--- config.mk ---
export PLATFORM = sky130hd
export DESIGN_NAME = control_sequencer
export DESIGN_NICKNAME = d
export VERILOG_FILES = /design/src/rtl/cpu_ctrl_pkg.sv /design/src/rtl/control_sequencer.sv
export SDC_FILE = /design/constraint.sdc
export NUM_CORES = 1
export LEC_CHECK = 0
export ABC_AREA = 0
export CAP_MARGIN = 30
export CORE_MARGIN = 5
export CORE_UTILIZATION = 41
export CTS_CLUSTER_SIZE = 8
export DETAILED_ROUTE_END_ITERATION = 12
export PLACE_DENSITY_LB_ADDON = 0.1
export SYNTH_ARGS = -nofsm -noshare
export SYNTH_HDL_FRONTEND = slang
export SYNTH_SLANG_ARGS = --single-unit
--- constraint.sdc ---
create_clock -name clock -period 4.8 [get_ports clock]
set_clock_uncertainty 0.2 [all_clocks]
set_input_delay 0.96 -clock clock [delete_from_list [all_inputs] [get_ports clock]]
set_output_delay 0.96 -clock clock [all_outputs]
set_load 0.02 [all_outputs]
--- src/rtl/cpu_ctrl_pkg.sv ---
// Shared opcode constants, FSM state encoding and strobe bundle for the DataPath control sequencer.
package cpu_ctrl_pkg;

  localparam logic [4:0] OpLd     = 5'b00000;
  localparam logic [4:0] OpLdi    = 5'b00001;
  localparam logic [4:0] OpSt     = 5'b00010;
  localparam logic [4:0] OpAdd    = 5'b00011;
  localparam logic [4:0] OpRLast  = 5'b01011;
  localparam logic [4:0] OpAddi   = 5'b01100;
  localparam logic [4:0] OpOri    = 5'b01110;
  localparam logic [4:0] OpDiv    = 5'b01111;
  localparam logic [4:0] OpMul    = 5'b10000;
  localparam logic [4:0] OpNeg    = 5'b10001;
  localparam logic [4:0] OpNot    = 5'b10010;
  localparam logic [4:0] OpBr     = 5'b10011;
  localparam logic [4:0] OpJal    = 5'b10100;
  localparam logic [4:0] OpJr     = 5'b10101;
  localparam logic [4:0] OpIn     = 5'b10110;
  localparam logic [4:0] OpOut    = 5'b10111;
  localparam logic [4:0] OpMflo   = 5'b11000;
  localparam logic [4:0] OpMfhi   = 5'b11001;
  localparam logic [4:0] OpNop    = 5'b11010;
  localparam logic [4:0] OpHalt   = 5'b11011;

  typedef enum logic [3:0] {T0, T1, T2, T3, T4, T5, T6, T7, HALT} state_e;

  typedef enum logic [3:0] {
    ClsLdi, ClsLd, ClsSt, ClsAlu, ClsImm, ClsMulDiv, ClsUnary, ClsBr,
    ClsJr, ClsIn, ClsOut, ClsMflo, ClsMfhi, ClsNone, ClsHalt
  } cls_e;

  typedef struct packed {
    logic pc_out, zhigh_out, zlow_out, mdr_out, hi_out, lo_out, in_port_out, c_out, ba_out, r_out;
    logic mar_in, pc_in, mdr_in, ir_in, y_in, zlow_in, zhigh_in, hi_in, lo_in, r_in, con_in;
    logic out_port_in, inc_pc, read, write, gra, grb, grc;
  } strobes_t;

  function automatic cls_e op_class(input logic [4:0] op);
    if (op == OpLd) return ClsLd;
    if (op == OpLdi) return ClsLdi;
    if (op == OpSt) return ClsSt;
    if (op >= OpAdd && op <= OpRLast) return ClsAlu;
    if (op >= OpAddi && op <= OpOri) return ClsImm;
    if (op == OpDiv || op == OpMul) return ClsMulDiv;
    if (op == OpNeg || op == OpNot) return ClsUnary;
    if (op == OpBr) return ClsBr;
    if (op == OpJr) return ClsJr;
    if (op == OpIn) return ClsIn;
    if (op == OpOut) return ClsOut;
    if (op == OpMflo) return ClsMflo;
    if (op == OpMfhi) return ClsMfhi;
    if (op == OpHalt) return ClsHalt;
    return ClsNone;  // nop, jal and undefined opcodes
  endfunction

  function automatic state_e last_step(input cls_e cls);
    case (cls)
      ClsLdi, ClsAlu, ClsImm: return T5;
      ClsLd, ClsSt:           return T7;
      ClsMulDiv, ClsBr:       return T6;
      ClsUnary:               return T4;
      default:                return T3;
    endcase
  endfunction

endpackage

--- src/rtl/control_sequencer.sv ---
// Moore control sequencer for DataPath: fetch T0-T2, opcode decode, execute T3-T7, halt/stop.
module control_sequencer
  import cpu_ctrl_pkg::*;
#(
  parameter logic [4:0] ADD_OP    = 5'b00011,
  parameter bit         RESET_RUN = 1'b1
) (
  input  logic        clock,
  input  logic        clear,
  input  logic [31:0] ir,
  input  logic        con_ff,
  input  logic        mem_ready,
  input  logic        stop,
  output logic        run,
  output logic        PCout,
  output logic        Zhighout,
  output logic        Zlowout,
  output logic        MDRout,
  output logic        HIout,
  output logic        LOout,
  output logic        InPortout,
  output logic        Cout,
  output logic        BAout,
  output logic        Rout,
  output logic        MARin,
  output logic        PCin,
  output logic        MDRin,
  output logic        IRin,
  output logic        Yin,
  output logic        ZLowIn,
  output logic        ZHighIn,
  output logic        HIin,
  output logic        LOin,
  output logic        Rin,
  output logic        CONin,
  output logic        OutPortin,
  output logic        IncPC,
  output logic        Read,
  output logic        Write,
  output logic        Gra,
  output logic        Grb,
  output logic        Grc,
  output logic [4:0]  opcode
);

  state_e   state_q, state_d, last, ret;
  logic     stop_q, run_q, mem_wait;
  cls_e     cls;
  strobes_t s;
  logic     unused_ir;

  // Only the opcode field steers sequencing; the rest of IR belongs to DataPath.
  assign unused_ir = ^ir[26:0];

  assign cls  = op_class(ir[31:27]);
  assign last = last_step(cls);

  // run_q is low for the reset cycle(s) so strobes stay quiet while state already sits at T0.
  always_ff @(posedge clock) begin
    if (!clear) begin
      state_q <= T0;
      stop_q  <= 1'b0;
      run_q   <= 1'b0;
    end else begin
      run_q  <= RESET_RUN;
      stop_q <= stop_q | stop;
      if (run_q) state_q <= state_d;
    end
  end

  always_comb begin
    ret      = (stop_q || stop) ? HALT : T0;
    mem_wait = (state_q == T1) || (state_q == T6 && cls == ClsLd) ||
               (state_q == T7 && cls == ClsSt);
    state_d  = state_q;
    if (!mem_wait || mem_ready) begin
      unique case (state_q)
        T0:     state_d = T1;
        T1:     state_d = T2;
        T2:     state_d = T3;
        T3:     state_d = (cls == ClsHalt) ? HALT : (last == T3) ? ret : T4;
        T4, T5, T6, T7: state_d = (state_q == last) ? ret : state_e'(state_q + 4'd1);
        HALT:   state_d = HALT;
        default: state_d = T0;
      endcase
    end
  end

  always_comb begin
    s      = '0;
    opcode = 5'b00000;
    if (run_q) begin
      unique case (state_q)
        T0: begin s.pc_out = 1'b1; s.mar_in = 1'b1; s.inc_pc = 1'b1; s.zlow_in = 1'b1; end
        T1: begin s.zlow_out = 1'b1; s.pc_in = 1'b1; s.read = 1'b1; s.mdr_in = 1'b1; end
        T2: begin s.mdr_out = 1'b1; s.ir_in = 1'b1; end
        T3: begin
          case (cls)
            ClsLdi, ClsLd, ClsSt: begin s.grb = 1'b1; s.ba_out = 1'b1; s.y_in = 1'b1; end
            ClsAlu, ClsImm:       begin s.grb = 1'b1; s.r_out = 1'b1; s.y_in = 1'b1; end
            ClsMulDiv:            begin s.gra = 1'b1; s.r_out = 1'b1; s.y_in = 1'b1; end
            ClsUnary: begin
              s.grb = 1'b1; s.r_out = 1'b1; s.zlow_in = 1'b1; opcode = ir[31:27];
            end
            ClsBr:   begin s.gra = 1'b1; s.r_out = 1'b1; s.con_in = 1'b1; end
            ClsJr:   begin s.gra = 1'b1; s.r_out = 1'b1; s.pc_in = 1'b1; end
            ClsIn:   begin s.in_port_out = 1'b1; s.gra = 1'b1; s.r_in = 1'b1; end
            ClsOut:  begin s.gra = 1'b1; s.r_out = 1'b1; s.out_port_in = 1'b1; end
            ClsMflo: begin s.lo_out = 1'b1; s.gra = 1'b1; s.r_in = 1'b1; end
            ClsMfhi: begin s.hi_out = 1'b1; s.gra = 1'b1; s.r_in = 1'b1; end
            default: ;
          endcase
        end
        T4: begin
          case (cls)
            ClsLdi, ClsLd, ClsSt: begin s.c_out = 1'b1; s.zlow_in = 1'b1; opcode = ADD_OP; end
            ClsAlu: begin
              s.grc = 1'b1; s.r_out = 1'b1; s.zlow_in = 1'b1; opcode = ir[31:27];
            end
            ClsImm: begin s.c_out = 1'b1; s.zlow_in = 1'b1; opcode = ir[31:27]; end
            ClsMulDiv: begin
              s.grb = 1'b1; s.r_out = 1'b1; s.zlow_in = 1'b1; s.zhigh_in = 1'b1;
              opcode = ir[31:27];
            end
            ClsUnary: begin s.zlow_out = 1'b1; s.gra = 1'b1; s.r_in = 1'b1; end
            ClsBr:    begin s.pc_out = 1'b1; s.y_in = 1'b1; end
            default: ;
          endcase
        end
        T5: begin
          case (cls)
            ClsLdi, ClsAlu, ClsImm: begin s.zlow_out = 1'b1; s.gra = 1'b1; s.r_in = 1'b1; end
            ClsLd, ClsSt: begin s.zlow_out = 1'b1; s.mar_in = 1'b1; end
            ClsMulDiv:    begin s.zlow_out = 1'b1; s.lo_in = 1'b1; end
            ClsBr:        begin s.c_out = 1'b1; s.zlow_in = 1'b1; opcode = ADD_OP; end
            default: ;
          endcase
        end
        T6: begin
          case (cls)
            ClsLd:     begin s.read = 1'b1; s.mdr_in = 1'b1; end
            ClsSt:     begin s.gra = 1'b1; s.r_out = 1'b1; s.mdr_in = 1'b1; end
            ClsMulDiv: begin s.zhigh_out = 1'b1; s.hi_in = 1'b1; end
            ClsBr:     begin s.zlow_out = con_ff; s.pc_in = con_ff; end
            default: ;
          endcase
        end
        T7: begin
          case (cls)
            ClsLd:   begin s.mdr_out = 1'b1; s.gra = 1'b1; s.r_in = 1'b1; end
            ClsSt:   s.write = 1'b1;
            default: ;
          endcase
        end
        default: ;
      endcase
    end
  end

  assign run       = run_q && (state_q != HALT);
  assign PCout     = s.pc_out;
  assign Zhighout  = s.zhigh_out;
  assign Zlowout   = s.zlow_out;
  assign MDRout    = s.mdr_out;
  assign HIout     = s.hi_out;
  assign LOout     = s.lo_out;
  assign InPortout = s.in_port_out;
  assign Cout      = s.c_out;
  assign BAout     = s.ba_out;
  assign Rout      = s.r_out;
  assign MARin     = s.mar_in;
  assign PCin      = s.pc_in;
  assign MDRin     = s.mdr_in;
  assign IRin      = s.ir_in;
  assign Yin       = s.y_in;
  assign ZLowIn    = s.zlow_in;
  assign ZHighIn   = s.zhigh_in;
  assign HIin      = s.hi_in;
  assign LOin      = s.lo_in;
  assign Rin       = s.r_in;
  assign CONin     = s.con_in;
  assign OutPortin = s.out_port_in;
  assign IncPC     = s.inc_pc;
  assign Read      = s.read;
  assign Write     = s.write;
  assign Gra       = s.gra;
  assign Grb       = s.grb;
  assign Grc       = s.grc;

endmodule
==> impl_metrics.toml <==
[logic_synthesis]
synth.distinct_cells = 53
ys_seq_elements = 6
yosysWarnings = 0
synth_top_area_share = 0.08348
synth_area_per_cell_um2 = 6.339
synth_cells = 227
synth_edf_count = 0
yosysSeqAreaShare = 0.08348
yosys.area.top_type = "dfxtp_1"
synthFlopType = "dfxtp_1"
syn_area_um2 = 1439
synthArstFlopShare = 0
synth_nets = 273
synth_area_leaders = "dfxtp_1 (8.3%), ha_1 (7.8%), o21ai_0 (6.6%), nor2_1 (6.3%), a21oi_1 (5.6%)"

[sta]
hold_ws_ns = 0.2701
fin_ws_ns = 0.1538
setup_viol = 0
tns_ns = 0
slew-limit-headroom = 0.6238
rsz0062_at_grt = "no"
clock.fmax_mhz = 215.2
worst_slew_pin_slew_ns = 0.5610
period_share = 0.9680
slew_viol_final = 0
hold_viol = 0
period_needed_ns = 4.646

[status]
status = "complete, no violations"

[cts]
cts_tree = "built"
clk_pin_slew_ns = 0.04
clk_latency_ns = 0.24
clk_path_buf_depth = 2
cts_hold_buf = 0
htree_num_levels = 1
cts_sinks = 6
cts_buffers = 3
cts-root-buf = "clkbuf_4"

[floorplan]
core_region_area_um2 = 3363
rows = 21
fp.dieH_um = 69.24
num_io_pins = 71
die_area_um2 = 4794
start_util = 0.4278
die_x_um = 69.24

[cells_and_area]
design_area_um2 = 2212
final_common_cell = "buf_4"
mostFrequentLayoutCells = "buf_4 (43), nor2_1 (24), nand2_1 (19), o21ai_0 (17), clkdlybuf4s50_1 (17)"
n_antenna_cell = 0
drive_above_1_share = 0.2559
area_growth_pct = 53.74
num-fill-cells = 342
layout.nets = 345

[global_route]
overflow = 0
antenna_found_initial = 0
grt_usage = 0.1966
grt_pass1_wl_um = 8128
grt_pass1_vias = 1758
grt_max_degree = 22

[placed_design]
dpl.hpwl_um = 3896
numPortBuffers = 43
place_area_um2 = 2137
place_congestion = 0.9138
pre_cts_ws_ns = -0.4196

[power]
p_per_area_nw_per_um2 = 177.5
finalPower_uw = 392.7
p_leak_nw = 1.097
vdd_drop_max_mv = 0.1983

[setup_path]
critical_path_arrival_ns = 3.49
cpPeakStageDelay_ns = 0.68
critPathKind = "in2out"
end_kind = "output port"
required_ns = 3.64
critPathLaunchType = "input pin"
cp_top_family = "buffers and inverters"
crit_fanout = 5
cp_num_buf_inv = 4
cpMaxStageDelayCell = "or4b_2"
worstPathCellList = "clkdlybuf4s50_1, buf_4, buf_4, or4b_2, o21ai_2, and2_4, and3_1, clkdlybuf4s50_1"

[route]
wire_per_inst_um = 14.96
drc = 0
routed_via_density = 5.729
drt_pass1_iterations = 4
initialDrtViolationCount = 170
ant_nets = 0
wirelength_um = 5132
vias = 1965

[run]
cap_violations = 0

[hold_path]
hp-class = "reg2reg"
[per-layer routing]
metal  vias to the layer above  track usage  wire length [um]
met5                         -            0                 0
met4                         0      0.03471                50
met3                         6      0.04783               367
met2                        90       0.3252              2426
met1                       891       0.2606              2287
li1                        978            -                 -
[cell type report]
type	count	area [um2]	area share
Clock buffer	3	22.52	0.01018
Sequential cell	6	120.1	0.05430
Timing Repair Buffer	87	724.4	0.3275
Tap cell	46	57.56	0.02602
Inverter	12	45.04	0.02036
Multi-Input combinational cell	189	1242	0.5617
[cells by family (layout without fill, tap and decap cells)]
kind of cell	count (synthesis)	after routing	synth area share
compound gates	83	83	0.3852
flops	6	6	0.08348
simple gates	96	96	0.3478
fa+ha+maj	9	9	0.07826
xor+xnor	1	1	0.006088
buf+inv	32	102	0.09913
[power by group]
part | switching [mW] | internal, mW
logic | 0.157 | 0.127
registers | 0.00974 | 0.0555
clock network | 0.0156 | 0.0281
[per-stage QoR]
stage / cells / utilization
2_1_floorplan: 227 / -
3_5_place_dp: 337 / 0.6354
3_3_place_gp: 337 / 0.6354
5_1_grt: 343 / 0.6577
6_report: 343 / 0.6577
4_1_cts: 340 / 0.6373
[final timing paths]
check             startpoint    endpoint  slack, ns  depth (start not counted)
setup / recovery      ir[28]   InPortout       0.15                          8
hold / removal        stop_q      stop_q       0.27                          2
setup reg to reg  state_q[1]  state_q[1]       2.57                          8
hold reg to reg       stop_q      stop_q       0.27                          2
[sequential cells by signal, indices dropped and copies added (netlist names)]
name,cells
state_q,4
run_q,1
stop_q,1
[timing repair]
action                                  in CTS  in global routing
resized for setup                           27                 43
endpoints found under the setup margin      25                 27
pin swaps                                    1                  6
setup buffers                                0                  3
[cells in the mapped netlist, types with 3 or more instances]
library cell and n:
inv_1 12, nand2b_1 6, nand3_1 4, nor2_1 24, a41oi_1 3, dfxtp_1 6, o22ai_1 3, clkbuf_1 14
and3_1 9, nor3_1 4, a211oi_1 4, nand2_1 19, o21a_1 5, ha_1 9, nor2b_1 5, a31oi_1 8
a21o_1 5, nand4_1 7, and2_1 7, a21oi_1 16, o21ai_0 19
[worst min-delay path: cells and delay by family, from the launching register on]
family,cells,cell delay (ns)
flops,1,0.30
simple gates,2,0.14
Power figures use the tool's default switching activity.
